`config.mk`:
```
export PLATFORM = sky130hd
export DESIGN_NAME = gray_counter
export DESIGN_NICKNAME = d
export VERILOG_FILES = /design/src/rtl/gray_pkg.sv /design/src/rtl/gray_step_mon.sv /design/src/rtl/gray_counter.sv
export SDC_FILE = /design/constraint.sdc
export NUM_CORES = 1
export LEC_CHECK = 0
export ABC_CLOCK_PERIOD_IN_PS = 2300
export CORE_MARGIN = 2
export CORE_UTILIZATION = 40
export CTS_BUF_LIST = sky130_fd_sc_hd__clkbuf_8
export DETAILED_ROUTE_END_ITERATION = 6
export MAX_ROUTING_LAYER = met4
export PLACE_DENSITY = 0.67
export SLEW_MARGIN = 20
export SYNTH_ARGS = -nofsm -noshare
export SYNTH_HDL_FRONTEND = slang
export SYNTH_SLANG_ARGS = --single-unit
```
`constraint.sdc`:
```
create_clock -name clk -period 2.3 [get_ports clk]
set_clock_uncertainty 0.1 [all_clocks]
set_input_delay 0.46 -clock clk [delete_from_list [all_inputs] [get_ports clk]]
set_output_delay 0.46 -clock clk [all_outputs]
set_load 0.02 [all_outputs]
```
`src/rtl/gray_pkg.sv`:
```
// Shared definitions for the Gray counter slice.
//   bin2gray / gray2bin : width-generic conversions. They work on GRAY_FN_W
//                         bits, so callers zero-extend their operand and
//                         truncate the result with a size cast.
//   tc_cause_t          : why the terminal-count flag fired. It is kept as a
//                         register in the counter so a waveform shows whether
//                         a tc came from a wrap or from a blocked step.
package gray_pkg;

  localparam int GRAY_FN_W = 32;

  typedef logic [1:0] tc_cause_t;

  localparam tc_cause_t TC_NONE = 2'd0;
  localparam tc_cause_t TC_WRAP = 2'd1;
  localparam tc_cause_t TC_SAT  = 2'd2;

  function automatic logic [GRAY_FN_W-1:0] bin2gray(input logic [GRAY_FN_W-1:0] b);
    return b ^ (b >> 1);
  endfunction

  // Each binary bit is the XOR of all Gray bits at or above it, so walk
  // down from the MSB carrying the running XOR.
  function automatic logic [GRAY_FN_W-1:0] gray2bin(input logic [GRAY_FN_W-1:0] g);
    logic [GRAY_FN_W-1:0] b;
    b[GRAY_FN_W-1] = g[GRAY_FN_W-1];
    for (int i = GRAY_FN_W - 2; i >= 0; i--) begin
      b[i] = b[i+1] ^ g[i];
    end
    return b;
  endfunction

endpackage

```
`src/rtl/gray_step_mon.sv`:
```
// Single-bit-transition monitor for a registered Gray code.
//   clk, rst : clock and asynchronous active-high reset
//   clr      : synchronous clear of the sticky error; also starts an exclusion cycle
//   load     : marks a deliberate jump of the watched code; starts an exclusion cycle
//   gray     : registered Gray value being watched
//   err      : sticky flag, set when two consecutive values differ in more than one bit
module gray_step_mon
  import gray_pkg::*;
#(
  parameter int W = 4
) (
  input  logic         clk,
  input  logic         rst,
  input  logic         clr,
  input  logic         load,
  input  logic [W-1:0] gray,
  output logic         err
);

  logic [W-1:0] prev_gray_q, prev_gray_d;
  logic         skip_q, skip_d;
  logic         err_q, err_d;

  // skip_q remembers that the current gray value was produced by a clr or
  // load edge, so the jump into it is not a counting step and is not judged.
  always_comb begin
    prev_gray_d = gray;
    skip_d      = clr | load;
    err_d       = err_q;
    if (clr) begin
      err_d = 1'b0;
    end else if (!skip_q && ($countones(gray ^ prev_gray_q) > 1)) begin
      err_d = 1'b1;
    end
  end

  always_ff @(posedge clk or posedge rst) begin
    if (rst) begin
      prev_gray_q <= '0;
      skip_q      <= 1'b0;
      err_q       <= 1'b0;
    end else begin
      prev_gray_q <= prev_gray_d;
      skip_q      <= skip_d;
      err_q       <= err_d;
    end
  end

  assign err = err_q;

endmodule

```
`src/rtl/gray_counter.sv`:
```
// Registered up/down binary counter with an aligned, registered Gray output.
//   clk, rst : clock and asynchronous active-high reset
//   clr      : synchronous clear to zero (highest priority)
//   load     : synchronous load of load_val (beats en)
//   load_val : binary value to load
//   en, up   : count enable and direction (1 = increment)
//   bin      : registered binary count
//   gray     : registered Gray code of bin
//   tc       : terminal-count pulse (wrap when WRAP=1, blocked step when WRAP=0)
//   err      : sticky Gray-transition error from the step monitor
module gray_counter
  import gray_pkg::*;
#(
  parameter int W    = 4,
  parameter bit WRAP = 1'b1
) (
  input  logic         clk,
  input  logic         rst,
  input  logic         clr,
  input  logic         load,
  input  logic [W-1:0] load_val,
  input  logic         en,
  input  logic         up,
  output logic [W-1:0] bin,
  output logic [W-1:0] gray,
  output logic         tc,
  output logic         err
);

  localparam logic [W-1:0] MAX_VAL = '1;

  logic [W-1:0] bin_q, bin_d;
  logic [W-1:0] gray_q, gray_d;
  tc_cause_t    tc_cause_q, tc_cause_d;

  // Gray is encoded from the next binary value rather than from bin_q so
  // both registers update on the same edge and always agree.
  always_comb begin
    bin_d      = bin_q;
    tc_cause_d = TC_NONE;
    if (clr) begin
      bin_d = '0;
    end else if (load) begin
      bin_d = load_val;
    end else if (en) begin
      if (up) begin
        if (bin_q == MAX_VAL) begin
          if (WRAP) begin
            bin_d      = '0;
            tc_cause_d = TC_WRAP;
          end else begin
            tc_cause_d = TC_SAT;
          end
        end else begin
          bin_d = bin_q + W'(1);
        end
      end else begin
        if (bin_q == '0) begin
          if (WRAP) begin
            bin_d      = MAX_VAL;
            tc_cause_d = TC_WRAP;
          end else begin
            tc_cause_d = TC_SAT;
          end
        end else begin
          bin_d = bin_q - W'(1);
        end
      end
    end
    gray_d = W'(bin2gray(GRAY_FN_W'(bin_d)));
  end

  always_ff @(posedge clk or posedge rst) begin
    if (rst) begin
      bin_q      <= '0;
      gray_q     <= '0;
      tc_cause_q <= TC_NONE;
    end else begin
      bin_q      <= bin_d;
      gray_q     <= gray_d;
      tc_cause_q <= tc_cause_d;
    end
  end

  gray_step_mon #(
    .W(W)
  ) u_mon (
    .clk  (clk),
    .rst  (rst),
    .clr  (clr),
    .load (load),
    .gray (gray_q),
    .err  (err)
  );

  assign bin  = bin_q;
  assign gray = gray_q;
  assign tc   = (tc_cause_q != TC_NONE);

endmodule
```
**Word-level counts from Yosys, hierarchy flattened**

Index checks and enable logic that the tools add are counted.

- Bits in registers: 16
- Input port bits: 10
- Output and inout bits: 10
- Logic and storage cells: 35

- $add $sub $neg: 5
- Magnitude comparators: 1
- Equal/unequal tests: 1
- Multiplexer cells: 14
- Bitwise logic cells: 3
- Reductions and logical operators: 5

Operators by type and width:

| operator | number |
|---|---|
| 32-bit adder | 1 |
| 32-bit by 2-bit > comparator with 1-bit output (second input constant) | 1 |
| 4-bit two-way mux | 6 |
| 2-bit two-way mux | 4 |
| 1-bit by 1-bit adder with 2-bit output | 2 |
| 4-bit by 1-bit adder with 4-bit output (second input constant) | 1 |
| 4-bit equality test (second input constant) | 1 |
| 4-bit zero test | 1 |
| 1-bit two-way mux | 4 |
| 2-bit nonzero test | 2 |
| 4-bit by 1-bit subtractor with 4-bit output (second input constant) | 1 |
| 4-bit by 3-bit bitwise XOR with 4-bit output | 1 |
| 4-bit bitwise XOR | 1 |
| 1-bit logical AND | 1 |
| 1-bit zero test | 1 |
| 1-bit OR | 1 |

**Depth between registers and ports, before layout**

- Depth after elaboration: 7
- Mapped depth: 8
- Depth with buffers taken out: 7

**Hierarchy**

From an unflattened synthesis, not the netlist that was laid out.

- Cells, all modules: 68
- Area total of the unflattened synthesis: 740.7 sq um

Modules (own cells, without submodules):

| module | times used | cells each | area each (sq um) |
|---|---|---|---|
| gray_counter | 1 | 51 | 501.7 |
| gray_step_mon | 1 | 17 | 239.0 |

**Least setup slack after synthesis**

Ideal clock, no wire load.

- Path type: flip-flop to flip-flop
- Start point: register bin_q[0], in the netlist bin[0]
- End point: register gray_q[1], in the netlist gray[1]
- Library setup time: 0.125 ns
- Arrival: 1.862 ns
- Slack: 0.213 ns
- Cell stages (with the launch flop): 8
- Clock period less this slack: 2.087 ns
- Cells stage by stage: dfrtp_1 -> inv_1 -> ha_1 -> mux2i_1 -> nor2_1 -> xnor2_1 -> a211oi_1 -> mux2_2

- Longest elaborated chain between the ends: 7

Ends and longest elaborated chain:

| element | RTL line | text |
|---|---|---|
| start: declaration | gray_counter.sv:32 | `logic [W-1:0] bin_q, bin_d;` |
| start signal: assignment | gray_counter.sv:79 | `bin_q <= bin_d;` |
| 4-bit by 1-bit subtractor with 4-bit output (tied with other cells) | gray_counter.sv:66 | `bin_d = bin_q - W'(1);` |
| 4-bit two-way mux (on tied branches) | gray_counter.sv:58, gray_counter.sv:47 |  |
| 4-bit two-way mux * | gray_counter.sv:46 | `if (up) begin` |
| 4-bit two-way mux * | gray_counter.sv:45 | `end else if (en) begin` |
| 4-bit two-way mux * | gray_counter.sv:43 | `end else if (load) begin` |
| 4-bit two-way mux * | gray_counter.sv:41 | `if (clr) begin` |
| via bin_d[2] | gray_counter.sv:32 |  |
| 4-bit by 3-bit bitwise XOR with 4-bit output * | gray_pkg.sv:19 | `return b ^ (b >> 1);` |
| via gray_d[1] | gray_counter.sv:33 | `logic [W-1:0] gray_q, gray_d;` |
| end signal: assignment | gray_counter.sv:80 | `gray_q <= gray_d;` |
| end: declaration | gray_counter.sv:33 |  |

Mark *: on every way through the listed nets, which the timed path passes. The rest lies on a longest branch.
A chain may end at the register's enable or synchronous reset.

**Final worst setup path**

Same ends and word-level chain as after synthesis.

==> run_summary.xml <==
<?xml version="1.0" encoding="UTF-8"?>
<metrics>
  <group name="yosys">
    <metric name="average_footprint_of_a_synthesized_cell" unit="µm²">10.41</metric>
    <metric name="synth_top_cells_by_area" unit="">dfrtp_1, xor2_1, ha_1, inv_1, a21oi_1</metric>
    <metric name="syn-num-nets" unit="">90</metric>
    <metric name="synth_top_flop_cell" unit="">dfrtp_1</metric>
    <metric name="netlist_instances" unit="">75</metric>
    <metric name="synthesis.area" unit="µm²">780.7</metric>
    <metric name="synth_top_cells_by_count" unit="">dfrtp_1, inv_1, nor2_1, xor2_1, a21oi_1</metric>
    <metric name="synthDominantAreaCellType" unit="">dfrtp_1</metric>
    <metric name="postSynthRegisterBits" unit="">14</metric>
    <metric name="post-synth-top-count-cell" unit="">dfrtp_1</metric>
    <metric name="yosysUniqueCellTypes" unit="">30</metric>
    <metric name="yosysWarnings" unit="">0</metric>
    <metric name="synth.top_cell.area_share" unit="%">44.87</metric>
    <metric name="synth-seq-area-share" unit="%">44.87</metric>
    <metric name="number_of_flops_mapped_to_enable_cells_by_yosys" unit="">0</metric>
    <metric name="ys_async_sr_fraction" unit="%">100.0</metric>
  </group>
  <group name="sta">
    <metric name="slew_headroom" unit="%">65.71</metric>
    <metric name="timing.final.crit_share" unit="%">88.99</metric>
    <metric name="final.setup.tns" unit="ns">0</metric>
    <metric name="post-route-min-period" unit="ns">2.047</metric>
    <metric name="worst_hold_slack" unit="ns">0.3201</metric>
    <metric name="worstMarginPinSlew" unit="ns">0.5137</metric>
    <metric name="final-hold-violation-count" unit="">0</metric>
    <metric name="setup_repair_after_global_routing_missed_its_margin" unit="">no</metric>
    <metric name="maximum_frequency_from_static_timing_analysis" unit="GHz">0.4886</metric>
    <metric name="finalSetupViolCount" unit="">0</metric>
    <metric name="pins_over_slew_limit" unit="">0</metric>
  </group>
  <group name="floorplan">
    <metric name="floorplan.core_area" unit="mm²">0.001783</metric>
    <metric name="initial_core_utilization" unit="%">43.79</metric>
    <metric name="io-pin-count" unit="">20</metric>
    <metric name="die_w" unit="µm">48.18</metric>
    <metric name="die_outline_area" unit="mm²">0.002321</metric>
    <metric name="placementRows" unit="">15</metric>
    <metric name="floorplan.die.height" unit="µm">48.18</metric>
  </group>
  <group name="cells_and_area">
    <metric name="antenna_cells_inserted" unit="">0</metric>
    <metric name="nNetsFinal" unit="">117</metric>
    <metric name="synthToLayoutAreaGrowth" unit="%">37.66</metric>
    <metric name="post_route_cells_drive_above_1_share" unit="%">16.83</metric>
  </group>
  <group name="detailed_routing">
    <metric name="routed-via-count" unit="">623</metric>
    <metric name="dr.pass1.iters" unit="">4</metric>
    <metric name="drt-vias-per-instance" unit="">4.944</metric>
    <metric name="drt_iter0_markers" unit="">8</metric>
    <metric name="routed_wl" unit="µm">1564</metric>
    <metric name="wl_per_cell" unit="µm">12.41</metric>
    <metric name="post-route-drc-count" unit="">0</metric>
    <metric name="ant_nets" unit="">0</metric>
  </group>
  <group name="worst_setup_path">
    <metric name="critPathKind" unit="">flip-flop to flip-flop</metric>
    <metric name="arrival" unit="ns">2.07</metric>
    <metric name="cpPeakStageDelay" unit="ns">0.45</metric>
    <metric name="critical_path_required" unit="ns">2.33</metric>
    <metric name="cell_by_cell_listing_of_the_critical_path" unit="">inv_1, ha_1, mux2i_1, nor2_1, xnor2_1, a211oi_1, mux2_2</metric>
    <metric name="crit_path_top_delay_cell" unit="">dfrtp_1</metric>
    <metric name="timing.critical_path.max_delay_family" unit="">multiplexers</metric>
    <metric name="cp.buffers_inverters" unit="">1</metric>
    <metric name="endpoint_kind" unit="">flip-flop</metric>
    <metric name="start_kind" unit="">flip-flop</metric>
    <metric name="path_max_fanout" unit="">7</metric>
  </group>
  <group name="placed_design">
    <metric name="post-dp-hpwl" unit="µm">1175</metric>
    <metric name="portBuffers" unit="">19</metric>
    <metric name="place_congestion" unit="">0.8047</metric>
  </group>
  <group name="worst_hold_path">
    <metric name="hp-class" unit="">flip-flop to flip-flop</metric>
  </group>
  <group name="clock_tree">
    <metric name="ctsHoldBuffers" unit="">0</metric>
    <metric name="clk_root_buffer_cell" unit="">clkbuf_8</metric>
    <metric name="cts_max_level" unit="">1</metric>
    <metric name="clockBufferDepth" unit="">2</metric>
    <metric name="tritoncts.num_buffers" unit="">3</metric>
    <metric name="clock_latency" unit="ns">0.24</metric>
    <metric name="cts_num_sinks" unit="">14</metric>
    <metric name="cts_post_setup_buffers_inserted" unit="">0</metric>
    <metric name="cts_tree" unit="">yes</metric>
    <metric name="cts.reportedPaths.clkPinSlew" unit="ns">0.06</metric>
    <metric name="cts_resized" unit="">0</metric>
  </group>
  <group name="grt">
    <metric name="initial_antenna_violation_count" unit="">0</metric>
    <metric name="first_pass_grt_wire_length" unit="µm">2573</metric>
    <metric name="largest_net_degree_at_the_start_of_global_routing" unit="">15</metric>
    <metric name="grt-ovfl-total" unit="">0</metric>
    <metric name="first_global_vias" unit="">553</metric>
    <metric name="track_usage" unit="%">16.88</metric>
  </group>
  <group name="flow_run">
    <metric name="max_cap_viol_count" unit="">0</metric>
  </group>
  <group name="power">
    <metric name="power_density" unit="mW/mm²">703.4</metric>
    <metric name="cellLeakagePower" unit="nW">0.4846</metric>
    <metric name="ir_drop" unit="µV">518.1</metric>
  </group>
  <group name="status">
    <metric name="status" unit="">finished clean</metric>
  </group>
</metrics>
## cells in the final DEF (no fill, tap or decap), types with 2 or more instances in the layout
cell type,Yosys,routed
nand2_1,3,3
clkdlybuf4s50_1,0,19
ha_1,4,4
dfrtp_1,14,14
xnor2_1,2,2
o21ai_0,4,4
inv_1,8,8
a211oi_1,2,2
buf_4,1,7
a21oi_1,5,5
clkbuf_8,0,4
nor2_1,6,6
xor2_1,6,6
## final timing paths
kind / to / slack [ns] / from / cells past startpoint
setup / recovery: gray[1]$_DFF_PP0_ / 0.25 / bin[0]$_DFF_PP0_ / 7
max in group asynchronous: bin[2]$_DFF_PP0_ / 1.30 / rst / 2
hold reg to reg: u_mon.prev_gray_q[2]$_DFF_PP0_ / 0.32 / gray[2]$_DFF_PP0_ / 0
min in group asynchronous: u_mon.err$_DFFE_PP0P_ / 0.46 / rst / 2
hold / removal: u_mon.prev_gray_q[2]$_DFF_PP0_ / 0.32 / gray[2]$_DFF_PP0_ / 0
setup reg to reg: gray[1]$_DFF_PP0_ / 0.25 / bin[0]$_DFF_PP0_ / 7
## routing by layer
metal  up-vias  share of wire (%)  track usage (%)
met4         0                  0            4.865
met3         0                4.4            5.556
li1        307                  -                -
met1       300                 49            22.17
met5         -                  0                -
met2        16                 47            24.74
## report_power, final
part / switching, W / internal, W / leakage, nW
Sequential: 0.0000216 / 0.000274 / 0.178
Combinational: 0.000113 / 0.000113 / 0.278
Clock: 0.0000836 / 0.000151 / 0.0288
## metrics by stage
step | instance area (µm²) | std cells | worst slack [ns] | total power, W | util [%]
detailed placement | 1020 | 122 | 0.02201 | 0.0005260 | 57.19
floorplan | 780.7 | 75 | 0.2135 | 0.0004368 | -
global route | 1075 | 126 | 0.1420 | 0.0008056 | 60.28
CTS | 1075 | 126 | 0.2608 | 0.0007678 | 60.28
finish | 1075 | 126 | 0.2532 | 0.0007560 | 60.28
global placement | 1020 | 122 | 0.07070 | 0.0005222 | 57.19
## kinds of logic after synthesis
| kind of cell | after synthesis | synth area share (%) |
|---|---|---|
| flip-flops | 14 | 44.87 |
| AND/OR/NAND/NOR | 17 | 11.22 |
| XOR/XNOR | 8 | 8.975 |
| buffers and inverters | 13 | 8.813 |
| adder cells (fa/ha/maj) | 5 | 8.975 |
| AO/OA/AOI/OAI | 16 | 14.42 |
| multiplexers | 2 | 2.724 |
## state kept, by name (all words and copies together) (netlist names)
signal and flops:
bin 4, u_mon.err 1, u_mon.prev_gray_q 4, u_mon.skip_q 1, gray 3, tc_cause_q 1
## area by class of cell
| class | instances | area, µm² |
|---|---|---|
| timing repair buffer | 26 | 242.7 |
| inverter | 9 | 33.78 |
| tap | 25 | 31.28 |
| fill | 164 | 708.2 |
| sequential | 14 | 350.3 |
| clock buffer | 4 | 55.05 |
| multi-input combinational | 48 | 361.6 |
Power figures use the tool's default switching activity.
